`config.mk`:
```
export PLATFORM = sky130hd
export DESIGN_NAME = reg_bank_seq
export DESIGN_NICKNAME = d
export VERILOG_FILES = /design/src/rtl/reg_bank_pkg.sv /design/src/rtl/reg_bank_seq.sv
export SDC_FILE = /design/constraint.sdc
export NUM_CORES = 1
export LEC_CHECK = 0
export BUFFER_PORTS_ARGS = -buffer_cell sky130_fd_sc_hd__buf_2
export CORE_ASPECT_RATIO = 1.5
export CORE_MARGIN = 3
export CORE_UTILIZATION = 52
export DETAILED_ROUTE_END_ITERATION = 8
export PLACE_DENSITY = 0.8
export SYNTH_ARGS = -nofsm -noshare
export SYNTH_HDL_FRONTEND = slang
export SYNTH_SLANG_ARGS = --single-unit
```
`constraint.sdc`:
```
create_clock -name clk -period 2.7 [get_ports clk]
set_input_delay 0.54 -clock clk [delete_from_list [all_inputs] [get_ports clk]]
set_output_delay 0.54 -clock clk [all_outputs]
set_load 0.02 [all_outputs]
```
`src/rtl/reg_bank_pkg.sv`:
```
// Shared types for the register-bank command sequencer.
// Ops, FSM states and default bank geometry.
package reg_bank_pkg;

   localparam int DEF_W = 7;
   localparam int DEF_N = 2;

   typedef enum logic [1:0] {
      OP_WRITE,
      OP_READ,
      OP_FILL,
      OP_CLEAR
   } op_e;

   typedef enum logic [2:0] {
      S_IDLE,
      S_WR,
      S_RD,
      S_FILL,
      S_CHK,
      S_RESP
   } state_e;

endpackage

```
`src/rtl/reg_bank_seq.sv`:
```
// Command sequencer for the register bank: WRITE/READ/FILL/CLEAR in,
// one response beat out; drives bank we/addresses/data, samples rs1/rs2.
// Ports: clk, reset (sync, active-high); cmd_* valid/ready command port;
// rsp_* valid/ready response port; bank_* bank access signals.
// Build option REG_BANK_SEQ_VERIFY_EN: readback-check after every write.
module reg_bank_seq
   import reg_bank_pkg::*;
#(
   parameter int W = DEF_W,
   parameter int N = DEF_N
) (
   input  logic              clk,
   input  logic              reset,
   input  logic              cmd_valid,
   output logic              cmd_ready,
   input  logic [1:0]        cmd_op,
   input  logic [N-1:0]      cmd_addr_a,
   input  logic [N-1:0]      cmd_addr_b,
   input  logic [W-1:0]      cmd_data,
   output logic              rsp_valid,
   input  logic              rsp_ready,
   output logic [W-1:0]      rsp_data_a,
   output logic [W-1:0]      rsp_data_b,
   output logic              rsp_err,
   output logic              bank_we,
   output logic [2**N-1:0]   bank_addr_rd,
   output logic [2**N-1:0]   bank_addr_rs1,
   output logic [2**N-1:0]   bank_addr_rs2,
   output logic [W-1:0]      bank_data_in,
   input  logic [W-1:0]      bank_rs1,
   input  logic [W-1:0]      bank_rs2
);

   localparam int DEPTH = 2**N;
   localparam int AW    = 2**N;

`ifdef REG_BANK_SEQ_VERIFY_EN
   localparam bit VERIFY = 1'b1;
`else
   localparam bit VERIFY = 1'b0;
`endif

   state_e         state_q, state_d;
   op_e            op_q;
   op_e            cmd_op_e;
   logic [N-1:0]   a_q, b_q, cnt_q;
   logic [W-1:0]   d_q;
   logic [W-1:0]   rsp_a_q, rsp_b_q;
   logic           rsp_err_q;
   logic [N-1:0]   chk_addr_q;
   logic [W-1:0]   chk_val_q;

   logic           we;
   logic [N-1:0]   wr_addr;
   logic [W-1:0]   wr_val;
   logic           last;

   assign cmd_op_e = op_e'(cmd_op);
   assign last     = (cnt_q == N'(DEPTH - 1));

   // Write-side bus: only WR and FILL cycles put anything on it.
   always_comb begin
      we      = 1'b0;
      wr_addr = '0;
      wr_val  = '0;
      unique case (state_q)
         S_WR: begin
            we      = (a_q != '0);
            wr_addr = a_q;
            wr_val  = d_q;
         end
         S_FILL: begin
            we      = 1'b1;
            wr_addr = cnt_q;
            // FILL value wraps mod 2**W; CLEAR writes zero.
            wr_val  = (op_q == OP_FILL) ?
                      d_q + W'(cnt_q) - W'(1) : '0;
         end
         default: ;
      endcase
   end

   always_comb begin
      bank_addr_rs1 = '0;
      bank_addr_rs2 = '0;
      unique case (state_q)
         S_RD: begin
            bank_addr_rs1 = AW'(a_q);
            bank_addr_rs2 = AW'(b_q);
         end
         S_CHK:   bank_addr_rs1 = AW'(chk_addr_q);
         default: ;
      endcase
   end

   assign bank_we      = we;
   assign bank_addr_rd = AW'(wr_addr);
   assign bank_data_in = wr_val;

   assign cmd_ready  = (state_q == S_IDLE);
   assign rsp_valid  = (state_q == S_RESP);
   assign rsp_data_a = rsp_a_q;
   assign rsp_data_b = rsp_b_q;
   assign rsp_err    = rsp_err_q;

   always_comb begin
      state_d = state_q;
      unique case (state_q)
         S_IDLE: begin
            if (cmd_valid) begin
               unique case (1'b1)
                  (cmd_op_e == OP_WRITE): state_d = S_WR;
                  (cmd_op_e == OP_READ):  state_d = S_RD;
                  default:                state_d = S_FILL;
               endcase
            end
         end
         S_WR:   state_d = VERIFY ? S_CHK : S_RESP;
         S_RD:   state_d = S_RESP;
         S_FILL: begin
            if (VERIFY)    state_d = S_CHK;
            else if (last) state_d = S_RESP;
            else           state_d = S_FILL;
         end
         S_CHK: begin
            if (op_q == OP_WRITE || last) state_d = S_RESP;
            else                          state_d = S_FILL;
         end
         S_RESP: begin
            if (rsp_ready) state_d = S_IDLE;
         end
         default: state_d = S_IDLE;
      endcase
   end

   always_ff @(posedge clk) begin
      if (reset) begin
         state_q    <= S_IDLE;
         op_q       <= OP_WRITE;
         a_q        <= '0;
         b_q        <= '0;
         d_q        <= '0;
         cnt_q      <= '0;
         rsp_a_q    <= '0;
         rsp_b_q    <= '0;
         rsp_err_q  <= 1'b0;
         chk_addr_q <= '0;
         chk_val_q  <= '0;
      end else begin
         state_q <= state_d;
         unique case (state_q)
            S_IDLE: begin
               if (cmd_valid) begin
                  op_q      <= cmd_op_e;
                  a_q       <= cmd_addr_a;
                  b_q       <= cmd_addr_b;
                  d_q       <= cmd_data;
                  cnt_q     <= N'(1);
                  rsp_err_q <= 1'b0;
               end
            end
            S_WR: begin
               rsp_a_q    <= d_q;
               rsp_b_q    <= '0;
               rsp_err_q  <= (a_q == '0);
               chk_addr_q <= a_q;
               chk_val_q  <= d_q;
            end
            S_RD: begin
               rsp_a_q   <= bank_rs1;
               rsp_b_q   <= bank_rs2;
               rsp_err_q <= 1'b0;
            end
            S_FILL: begin
               rsp_a_q    <= wr_val;
               rsp_b_q    <= W'(DEPTH - 1);
               chk_addr_q <= cnt_q;
               chk_val_q  <= wr_val;
               // With readback the counter advances after the check.
               if (!VERIFY) cnt_q <= cnt_q + N'(1);
            end
            S_CHK: begin
               if (bank_rs1 != chk_val_q) rsp_err_q <= 1'b1;
               cnt_q <= cnt_q + N'(1);
            end
            default: ;
         endcase
      end
   end

endmodule

```
==> results.toml <==
[finish]
final_nets = 415
antenna_cells = 0
fillers = 400
syn2layout_area_growth_pct = 19.2
drive_gt1_share_pct = 24.5

[global_routing]
grt_pass1_vias = 2340
grt_max_degree = 43
track_usage_pct = 25.7
overflow = 0
grt_pass1_wl_um = 10600
antenna_found_initial = 0

[route]
drtPass1Iterations = 5
drtIter0Drc = 114
vias = 2371
totalWireLength_um = 6250
drc = 0
wl_per_cell_um = 14.8
ant_nets = 0
viasPerCell = 5.62

[critical_path]
worst-endpoint-arrival_ps = 2220
rr_startpoint = "state_q[0]"
reg2reg_to = "rsp_err"
crit_type = "reg2out"
required_ps = 2160
end_kind = "primary output"
startpoint_type = "register"
reg2reg_depth = 6
worstPathMaxFanout = 3
ff2ff_setup_slack_ps = 600

[placement]
place_ws_ps = 12.9
place_congestion = 0.815
hpwl_um = 4480
port-buffer-count = 61

[synth]
synthAdderAreaFrac_pct = 5.08
ys_types = 41
yosys-mux-area-fraction_pct = 0.847
synth-compound-area-share_pct = 20.7
yosysTopAreaCell = "dfxtp_1"
synth_area_leaders = "dfxtp_1 (36%), nand2_1 (9.4%), a21oi_1 (7.8%), nor2_1 (5.2%), ha_1 (4.2%)"
synth-seq-cells = 42
synth_top_area_share_pct = 35.6
syn_inst = 321
seq_area_frac_synth_pct = 35.6
synthesis.area_mm2 = 0.00236
synth-xor-area-share_pct = 4.45
synth_top_family_by_area = "simple AND/OR/NAND/NOR gates"
post_synth.cell_area_avg_um2 = 7.36
synth_warnings = 0
synth-simple-area-share_pct = 24.0

[clocking]
clk_pin_slew_ps = 90
tritoncts = "built"
max-clock-path-buffers = 2
clock_latency_ps = 300
cts_buffers = 5
cts-root-buf = "clkbuf_8"
cts_hold_buf = 0
cts_htree_levels = 2
clkSinkCount = 42

[min_path]
hold_class = "reg2reg"
hold_depth = 2
min_to = "b_q[0]"
hp-start = "b_q[0]"

[floorplan]
core-area_mm2 = 0.00432
die_area_mm2 = 0.00540
start_util_pct = 54.7
std_cell_rows = 29
die_h_um = 88.6
pin_count = 68
die-width_um = 61.0

[timing]
setup_viol_count_final = 1
fin_crit_ps = 2760
clock.fmax_mhz = 362
tightest_slew_ps = 762
setup_ws_ps = -63.0
post-route-period-util_pct = 102
finClkSkew_ps = 6.95
rsz0062_at_grt = "true"
maxSlewViolCount = 0
hold_viol_final = 0
slew_headroom_pct = 49.2

[power_and_ir_drop]
p_per_area_mw_per_mm2 = 1050
power_mw = 2.95
p_leak_nw = 1.32
vdd_drop_max_mv = 0.586

[run_status]
status = "finished, violations left"
violations = "setup timing"

[job]
maxCapViolations = 0
[worst max-delay path, stage by stage (launching register included)]
cell and delay, ps:
dfxtp_2 340, inv_2 50, ha_4 250, inv_2 40, ha_4 150, fa_2 330, a21o_1 170, a21oi_2 150
xnor2_1 120, nand2_1 100, nand2_1 100, buf_6 120
[worst max path at each step]
stage	start	end	slack, ps	cells after the start
4_1_cts	cnt_q[1]	bank_data_in[5]	-100	11
5_1_grt	cnt_q[1]	bank_data_in[5]	-130	11
2_1_floorplan	cnt_q[1]	bank_data_in[5]	160	10
3_3_place_gp	d_q[1]	bank_data_in[5]	60	11
6_report	d_q[1]	bank_data_in[5]	-60	11
3_5_place_dp	d_q[1]	bank_data_in[5]	10	11
[cells by family after synthesis]
family                   Yosys count
AO/OA/AOI/OAI                     83
XOR/XNOR                          12
adder cells (fa/ha/maj)            9
buffers and inverters             46
flip-flops                        42
multiplexers                       2
other                              1
AND/OR/NAND/NOR                  126
[per-layer routing]
layer,routed length [um],track usage [%],up-vias
met1,2460,30.1,1076
li1,-,-,1178
met5,0,0,-
met2,3270,44.6,105
met3,394,4.38,12
met4,129,10.8,0
[repair_timing]
item                       in CTS  in global routing
pin swaps                       7                  5
resized for setup              13                  5
buffers inserted                2                  0
setup endpoints to repair       4                  4
[synth_stat cells (all sizes together)]
library cell	instances
nor3	8
nand4	2
and2	3
nor3b	1
a22oi	6
nand3	1
buf	17
dfxtp	42
mux2i	2
or4	1
nand2	59
nand3b	1
o21ai	17
xor2	3
and4b	1
a31oi	7
and3	3
nand2b	4
a221oi	2
and2b	1
fa	1
a21oi	37
a2111oi	2
nor4	2
a311oi	1
xnor2	9
ha	8
a211oi	6
nor2b	5
a21o	5
clkbuf	9
nor2	33
conb	1
inv	20
or2	1
[power breakdown]
part / switching [mW] / internal [mW]
Sequential: 0.115 / 0.773
Clock: 0.225 / 0.272
Combinational: 0.950 / 0.611
Total: 1.29 / 1.66
[cells in the final DEF, fill, tap and decap left out, drive strengths merged, types with 3 or more instances in the layout]
master and count:
clkbuf 5, and2 3, nor3 8, a211oi 6
buf 68, nand2 59, a21oi 37, o21ai 17
and3 3, nor2b 5, dfxtp 42, nand2b 4
xnor2 9, a22oi 6, xor2 3, a31oi 7
inv 20, ha 8, a21o 5, conb 6
nor2 33
[cell type report]
class	instances	area (um2)	area share, %
multi-input combinational	238	1360	48.3
inverter	20	75.1	2.67
timing repair buffer	68	370	13.2
sequential	42	845	30.0
tap	46	57.6	2.04
clock inverter	3	40.0	1.42
clock buffer	5	68.8	2.44
[flip-flops by register name, indices dropped and copies added, names as in the netlist]
signal,cells
chk_val_q,7
d_q,7
rsp_data_a,7
rsp_data_b,7
state_q,3
a_q,2
b_q,2
chk_addr_q,2
cnt_q,2
op_q,2
rsp_err,1
[per-stage QoR]
stage / cells / setup TNS (ps) / instance area [um2] / utilization, % / hold WS, ps
3_3_place_gp: 412 / 0 / 2640 / 61.2 / 439
2_1_floorplan: 326 / 0 / 2380 / - / 432
5_1_grt: 422 / -264 / 2820 / 65.2 / 467
4_1_cts: 422 / -169 / 2810 / 65.0 / 457
6_report: 422 / -63.0 / 2820 / 65.2 / 456
3_5_place_dp: 412 / 0 / 2640 / 61.2 / 447
Note: power is estimated with default switching activity, not from simulation.
